==> src/rtl/encoder_4x2_seq_if.sv <==
// Request/grant bundle for encoder_4x2_seq: requester drives x/e/rdy, encoder returns y/v/dup.
interface encoder_4x2_seq_if;
  logic [3:0] x;
  logic       e;
  logic       rdy;
  logic [1:0] y;
  logic       v;
  logic       dup;

  modport master (output x, e, rdy, input y, v, dup);
  modport slave  (input x, e, rdy, output y, v, dup);
endinterface

==> src/rtl/encoder_4x2_seq.sv <==
// Sequential 4-to-2 request encoder with pending register and valid/ready output.
// Define ROUND_ROBIN_EN for round-robin arbitration; default is fixed priority, bit 3 highest.
module encoder_4x2_seq (
  input  logic                 clk,
  input  logic                 rst_n,
  encoder_4x2_seq_if.slave     bus
);

  typedef enum logic {IDLE, HOLD} state_t;

  state_t     state;
  logic [3:0] p;
  logic [1:0] idx;
  logic       vld;
  logic       dup_pulse;

  logic [3:0] clr;
  logic [3:0] req_set;
  logic [3:0] rem;
  logic [1:0] pick_idle;
  logic [1:0] pick_hold;

  always_comb begin
    clr = 4'b0000;
    if (vld && bus.rdy) clr[idx] = 1'b1;
  end

  assign req_set = bus.x & {4{bus.e}};
  assign rem     = p & ~clr;

`ifdef ROUND_ROBIN_EN
  logic [1:0] ptr;

  // Search starts just after the last grant and wraps back to it last.
  function automatic logic [1:0] pick_rr(input logic [3:0] req, input logic [1:0] last);
    logic [1:0] cand;
    pick_rr = last;
    for (int k = 4; k >= 1; k--) begin
      cand = last + 2'(k);
      if (req[cand]) pick_rr = cand;
    end
  endfunction

  assign pick_idle = pick_rr(p, ptr);
  assign pick_hold = pick_rr(rem, ptr);
`else
  function automatic logic [1:0] pick_fixed(input logic [3:0] req);
    if (req[3])      pick_fixed = 2'd3;
    else if (req[2]) pick_fixed = 2'd2;
    else if (req[1]) pick_fixed = 2'd1;
    else             pick_fixed = 2'd0;
  endfunction

  assign pick_idle = pick_fixed(p);
  assign pick_hold = pick_fixed(rem);
`endif

  always_ff @(posedge clk or negedge rst_n) begin
    if (!rst_n) begin
      state     <= IDLE;
      p         <= 4'b0000;
      idx       <= 2'b00;
      vld       <= 1'b0;
      dup_pulse <= 1'b0;
`ifdef ROUND_ROBIN_EN
      ptr       <= 2'd3;
`endif
    end else begin
      // New requests win over the clear of the bit being served this edge.
      p         <= rem | req_set;
      dup_pulse <= |(req_set & rem);
      case (state)
        IDLE: begin
          if (p != 4'b0000) begin
            idx   <= pick_idle;
            vld   <= 1'b1;
            state <= HOLD;
`ifdef ROUND_ROBIN_EN
            ptr   <= pick_idle;
`endif
          end
        end
        HOLD: begin
          if (bus.rdy) begin
            if (rem != 4'b0000) begin
              idx <= pick_hold;
`ifdef ROUND_ROBIN_EN
              ptr <= pick_hold;
`endif
            end else begin
              vld   <= 1'b0;
              state <= IDLE;
            end
          end
        end
        default: begin
          vld   <= 1'b0;
          state <= IDLE;
        end
      endcase
    end
  end

  assign bus.y   = idx;
  assign bus.v   = vld;
  assign bus.dup = dup_pulse;

endmodule

==> src/flat_wrapper.sv <==
// flat-port wrapper written by rule: the top's interface ports become plain ports
module encoder_4x2_seq_flat 
  (clk, rst_n, bus_x, bus_e, bus_rdy, bus_y, bus_v, bus_dup);
  encoder_4x2_seq_if bus_i ();
  input  logic clk;
  input  logic rst_n;
  input wire logic [$bits(bus_i.x)-1:0] bus_x;
  input wire logic [$bits(bus_i.e)-1:0] bus_e;
  input wire logic [$bits(bus_i.rdy)-1:0] bus_rdy;
  output wire logic [$bits(bus_i.y)-1:0] bus_y;
  output wire logic [$bits(bus_i.v)-1:0] bus_v;
  output wire logic [$bits(bus_i.dup)-1:0] bus_dup;
  assign bus_i.x = bus_x;
  assign bus_i.e = bus_e;
  assign bus_i.rdy = bus_rdy;
  assign bus_y = bus_i.y;
  assign bus_v = bus_i.v;
  assign bus_dup = bus_i.dup;
  encoder_4x2_seq u_core (.clk(clk), .rst_n(rst_n), .bus(bus_i));
endmodule
==> config.mk <==
export PLATFORM = sky130hd
export DESIGN_NAME = encoder_4x2_seq_flat
export DESIGN_NICKNAME = d
export VERILOG_FILES = /design/src/rtl/encoder_4x2_seq_if.sv /design/src/rtl/encoder_4x2_seq.sv /design/src/flat_wrapper.sv
export SDC_FILE = /design/constraint.sdc
export NUM_CORES = 1
export LEC_CHECK = 0
export CAP_MARGIN = 20
export CORE_MARGIN = 8
export CORE_UTILIZATION = 35
export DETAILED_ROUTE_END_ITERATION = 10
export PLACE_DENSITY_LB_ADDON = 0.25
export SETUP_SLACK_MARGIN = 0.1
export SYNTH_ARGS = -nofsm -noshare
export SYNTH_HDL_FRONTEND = slang
export SYNTH_SLANG_ARGS = --single-unit
==> constraint.sdc <==
create_clock -name clk -period 2.25 [get_ports clk]
set_clock_uncertainty 0.1 [all_clocks]
set_input_delay 0.225 -clock clk [delete_from_list [all_inputs] [get_ports clk]]
set_output_delay 0.225 -clock clk [all_outputs]
set_load 0.005 [all_outputs]
Word-level counts from Yosys, hierarchy flattened
Cells that the tools add are included.
Storage, ports and cells
  register bits: 9
  input bits: 8
  output and inout port bits: 4
  logic and storage cells: 45
Operators by class
  order comparisons: 2
  equal/unequal tests: 4
  mux-type cells: 21
  bitwise operators: 6
  reduce and logical (&&, ||, !) cells: 7
Operators with widths (count)
  2-bit 2-to-1 mux: 7
  4-bit AND: 3
  1-bit 2-to-1 mux: 9
  4-bit nonzero test: 2
  2-bit != test, second input constant: 3
  3-bit AND reduction: 2
  4-bit 2-to-1 mux: 1
  4-bit NOT: 1
  4-bit bitwise OR: 1
  1-bit case mux with 2 select lines: 2
  2-bit case mux with 2 select lines: 1
  4-bit OR reduction: 1
  2-bit by 3-bit less-than comparator with 1-bit output, second input constant: 1
  1-bit demux with 2-bit select: 1
  2-bit by 1-bit greater-or-equal comparator with 1-bit output, second input constant: 1
  1-bit logical AND: 2
  2-bit by 1-bit != test with 1-bit output, second input constant: 1
  1-bit NOT: 1

Logic depth before layout (Yosys ltp)
  depth after elaboration: 13
  gate-level depth with buffers: 5
  gate-level depth less buffers: 4

Least setup slack after synthesis
Ideal clock, no wire load.
  kind: register to register
  start point: register u_core.idx[0] (netlist: u_core.bus.y[0])
  end point: register u_core.vld (netlist: u_core.bus.v)
  setup time: 0.118 ns
  arrival: 1.334 ns
  required time: 2.032 ns
  setup slack: 0.698 ns
  stages on the path, launching flop included: 6
  path buffers: 1
  period minus slack after synthesis: 1.552 ns
  cells stage by stage: dfrtp_1 -> buf_6 -> mux2i_4 -> nand2b_4 -> a2111o_1 -> a21o_1
Between the ends
  cells in the longest elaborated chain, start to end: 10
  elaborated cells on any way between the ends: 11
  classes of those cells: order compare (2); eq/ne (1); mux (3); bitwise (2); reduce/logical (3)
Ends and longest elaborated chain
  start, declared: RTL line encoder_4x2_seq.sv:13  | logic [1:0] idx;
  start signal, assigned: RTL line encoder_4x2_seq.sv:75  | idx <= pick_idle;
  start signal, assigned: RTL line encoder_4x2_seq.sv:86  | idx <= pick_hold;
  2-bit by 3-bit less-than comparator with 1-bit output (implied by the code) or 2-bit by 1-bit greater-or-equal comparator with 1-bit output (tied branches): RTL line encoder_4x2_seq.sv:25  | if (vld && bus.rdy) clr[idx] = 1'b1;
  1-bit logical AND (implied by the code): RTL line encoder_4x2_seq.sv:25
  1-bit 2-to-1 mux (implied by the code): RTL line encoder_4x2_seq.sv:25
  1-bit demux with 2-bit select (*)
  4-bit 2-to-1 mux (*): RTL line encoder_4x2_seq.sv:25
  4-bit NOT (*): RTL line encoder_4x2_seq.sv:29  | assign rem = p & ~clr;
  4-bit AND (*): RTL line encoder_4x2_seq.sv:29
  4-bit nonzero test (*): RTL line encoder_4x2_seq.sv:85  | if (rem != 4'b0000) begin
  2-bit != test (no source line) (*)
  3-bit AND reduction (no source line) (*)
  end signal, assigned: RTL line encoder_4x2_seq.sv:76  | vld <= 1'b1;
  end signal, assigned: RTL line encoder_4x2_seq.sv:91  | vld <= 1'b0;
  end signal, assigned: RTL line encoder_4x2_seq.sv:97  | vld <= 1'b0;
  end, declared: RTL line encoder_4x2_seq.sv:14  | logic vld;
Every way passes the cells marked *; elsewhere a longest branch is shown, timed or not.
A chain may end at the register's enable or synchronous reset.

Final worst setup path
Ends and elaborated chain as after synthesis.

==> results.toml <==
[run_status]
outcome = "finished, final reports clean"

[power]
power_density_nw_per_um2 = 1110
seqPwrFrac = 0.426
combPwrFrac = 0.409
p_int_uw = 480
leakage_uw = 0.000306
peakVddDrop_mv = 0.450
p_clk_frac = 0.165
swShare = 0.395
finalPower_uw = 793
switching_power_uw = 313

[final_layout]
nFillCells = 146
nNetsFinal = 81
antenna_cells = 0
syn_to_final_growth_pct = 25.6
drive_gt1_frac = 0.0972
finalNonFillerCells = 88
regArea_um2 = 225
multi_input_area_um2 = 308

[sta]
final.min_clock_period_ns = 1.75
fin_ws_ns = 0.497
rsz0062_at_grt = "no"
finalSetupTns_ns = 0
tightest_slew_ns = 0.425
finalHoldViolations = 0
fmax_mhz = 570
fin_crit_sh = 0.779
setup_viol = 0
holdWs_ns = 0.159
maxSlewViolCount = 0
slew_headroom = 0.716

[detailed_routing]
wl_per_cell_um = 15.0
drtIter0Drc = 9
vias = 507
drc = 0
viasPerCell = 5.76
first_pass_iters = 4
antenna_left = 0
finalWirelength_um = 1320

[floorplan]
core_um2 = 1510
dieArea_um2 = 3160
dieHeight_um = 56.2
row_count = 14
die_w_um = 56.2
start_util = 0.376
pin_count = 12

[worst_setup_path]
path_max_fanout = 10
startpoint_type = "register"
cp.arrival_ns = 1.81
reg2reg_from = "u_core.bus.y[0]$_DFFE_PN0P_"
r2r_slack_ns = 0.50
reg2reg_depth = 4
path_class = "register to register"
r2r_end = "u_core.bus.v$_DFFE_PN0P_"
critPathCaptureType = "register"
crit_required_ns = 2.31

[clocking]
h-tree-depth = 1
cts_sinks = 9
cts_buffer_depth = 2
insertion_delay_ns = 0.27
cts_resized = 0
cts_setup_buffers = 0
ctsHoldBuffers = 0
clkTransAtPathRegs_ns = 0.06
ctsRootBufferMaster = "clkbuf_4"
cts_buffers = 3
cts_tree = "built"

[worst_hold_path]
hp-class = "input port to async pin"

[grt]
grt_pass1_vias = 480
antenna_found_initial = 0
gr-total-overflow = 0
grt_pass1_wl_um = 2170
grt_usage = 0.0856
grt_max_degree = 11

[run]
cap_violations = 0

[synthesis]
syn_nets = 66
synth_area_leaders = "dfrtp_1 (40%), mux2i_1 (5.3%), o21ai_0 (4.4%), inv_1 (4.0%), mux2i_4 (4.0%)"
synthesis.area_um2 = 567
ys_seq_elements = 9
yosysSeqAreaShare = 0.397
syn-mean-instance-area_um2 = 9.77
syn_inst = 58
synth_cell_types = 28
yosysTopAreaCell = "dfrtp_1"
ys_warn_count = 0
synth_top_area_share = 0.397

[placement]
dp.cells = 84
numPortBuffers = 11
gp_congestion = 0.868
pre_cts_ws_ns = 0.321
dpl.hpwl_um = 964
[critical path, stage by stage, from the launching register on]
cell and delay, ns:
dfrtp_1 0.57, mux2i_4 0.34, nand2b_4 0.07, a2111o_1 0.38, a21o_1 0.18
[area by class of cell]
class / count / area share
clock buffer: 4 / 0.0369
inverter: 6 / 0.0316
multi-input combinational: 42 / 0.432
sequential: 9 / 0.316
tap: 16 / 0.0281
timing repair buffer: 11 / 0.155
[kinds of logic after synthesis]
group	count (synthesis)	synth area share
AOI/OAI and AO/OA	20	0.261
buffers and inverters	7	0.0596
DFF	9	0.397
muxes	4	0.0927
and+or+nand+nor	18	0.190
[state kept, by name, indices dropped and copies added (netlist names)]
name,flops
u_core.bus.y,2
u_core.p,4
u_core.bus.dup,1
u_core.bus.v,1
u_core.state,1
[layout by cell type, fill, tap and decap left out]
cell / count
nand3_1: 3
mux2i_1: 3
a21boi_0: 1
o21a_1: 2
o21ai_0: 5
a32oi_1: 1
or2_0: 1
a2111o_1: 1
clkbuf_4: 3
clkdlybuf4s50_1: 11
a221oi_1: 1
nor2b_1: 1
nand4b_1: 1
nand2_1: 6
and3b_2: 1
dfrtp_1: 9
a22o_1: 2
a21o_1: 1
inv_1: 6
mux2i_4: 1
nand4_1: 1
a21oi_1: 2
a211oi_2: 1
nor2_1: 2
a31oi_1: 1
clkbuf_1: 1
nand2b_4: 1
nand4bb_1: 1
a311oi_1: 1
o2bb2ai_1: 1
[how the worst max path moves through the flow]
stage	from	to	slack [ns]	cells past startpoint
floorplan	u_core.bus.y[0]$_DFFE_PN0P_	u_core.bus.v$_DFFE_PN0P_	0.70	5
global placement	bus_rdy	u_core.bus.v$_DFFE_PN0P_	0.33	5
detailed placement	bus_rdy	u_core.bus.y[0]$_DFFE_PN0P_	0.32	5
CTS	u_core.bus.y[0]$_DFFE_PN0P_	bus_y[0]	0.50	1
global route	u_core.bus.y[0]$_DFFE_PN0P_	u_core.bus.v$_DFFE_PN0P_	0.41	4
finish	u_core.bus.y[0]$_DFFE_PN0P_	u_core.bus.v$_DFFE_PN0P_	0.50	4
[power by group through the flow]
stage               clock network [µW]  logic [µW]  registers (µW)
finish                             131         325             338
global placement                     0         318             339
global route                       144         358             352
floorplan                            0         255             294
CTS                                133         326             336
detailed placement                   0         323             338
[Yosys cell counts]
cell       number
mux2i_1         3
a2111o_1        1
buf_6           1
a32oi_1         1
a31oi_1         1
a21o_1          1
a211oi_2        1
nand3_1         3
nand4_1         1
a221oi_1        1
nand2_1         6
a21boi_0        1
o21ai_0         5
a21oi_1         2
nor2b_1         1
nand4bb_1       1
nor2_1          2
o2bb2ai_1       1
and3b_2         1
dfrtp_1         9
o21a_1          2
nand4b_1        1
or2_0           1
nand2b_4        1
inv_1           6
mux2i_4         1
a22o_1          2
a311oi_1        1
[metal layers]
layer,share of wire,global-route usage
met1,0.46,0.0988
met2,0.46,0.124
met3,0.058,0.0434
met4,0.020,0.0481
met5,0,0
[per-stage QoR]
step / area, µm² / utilization
global route: 712 / 0.473
floorplan: 567 / -
CTS: 712 / 0.473
detailed placement: 686 / 0.455
global placement: 686 / 0.455
finish: 712 / 0.473
Power figures use the tool's default switching activity.
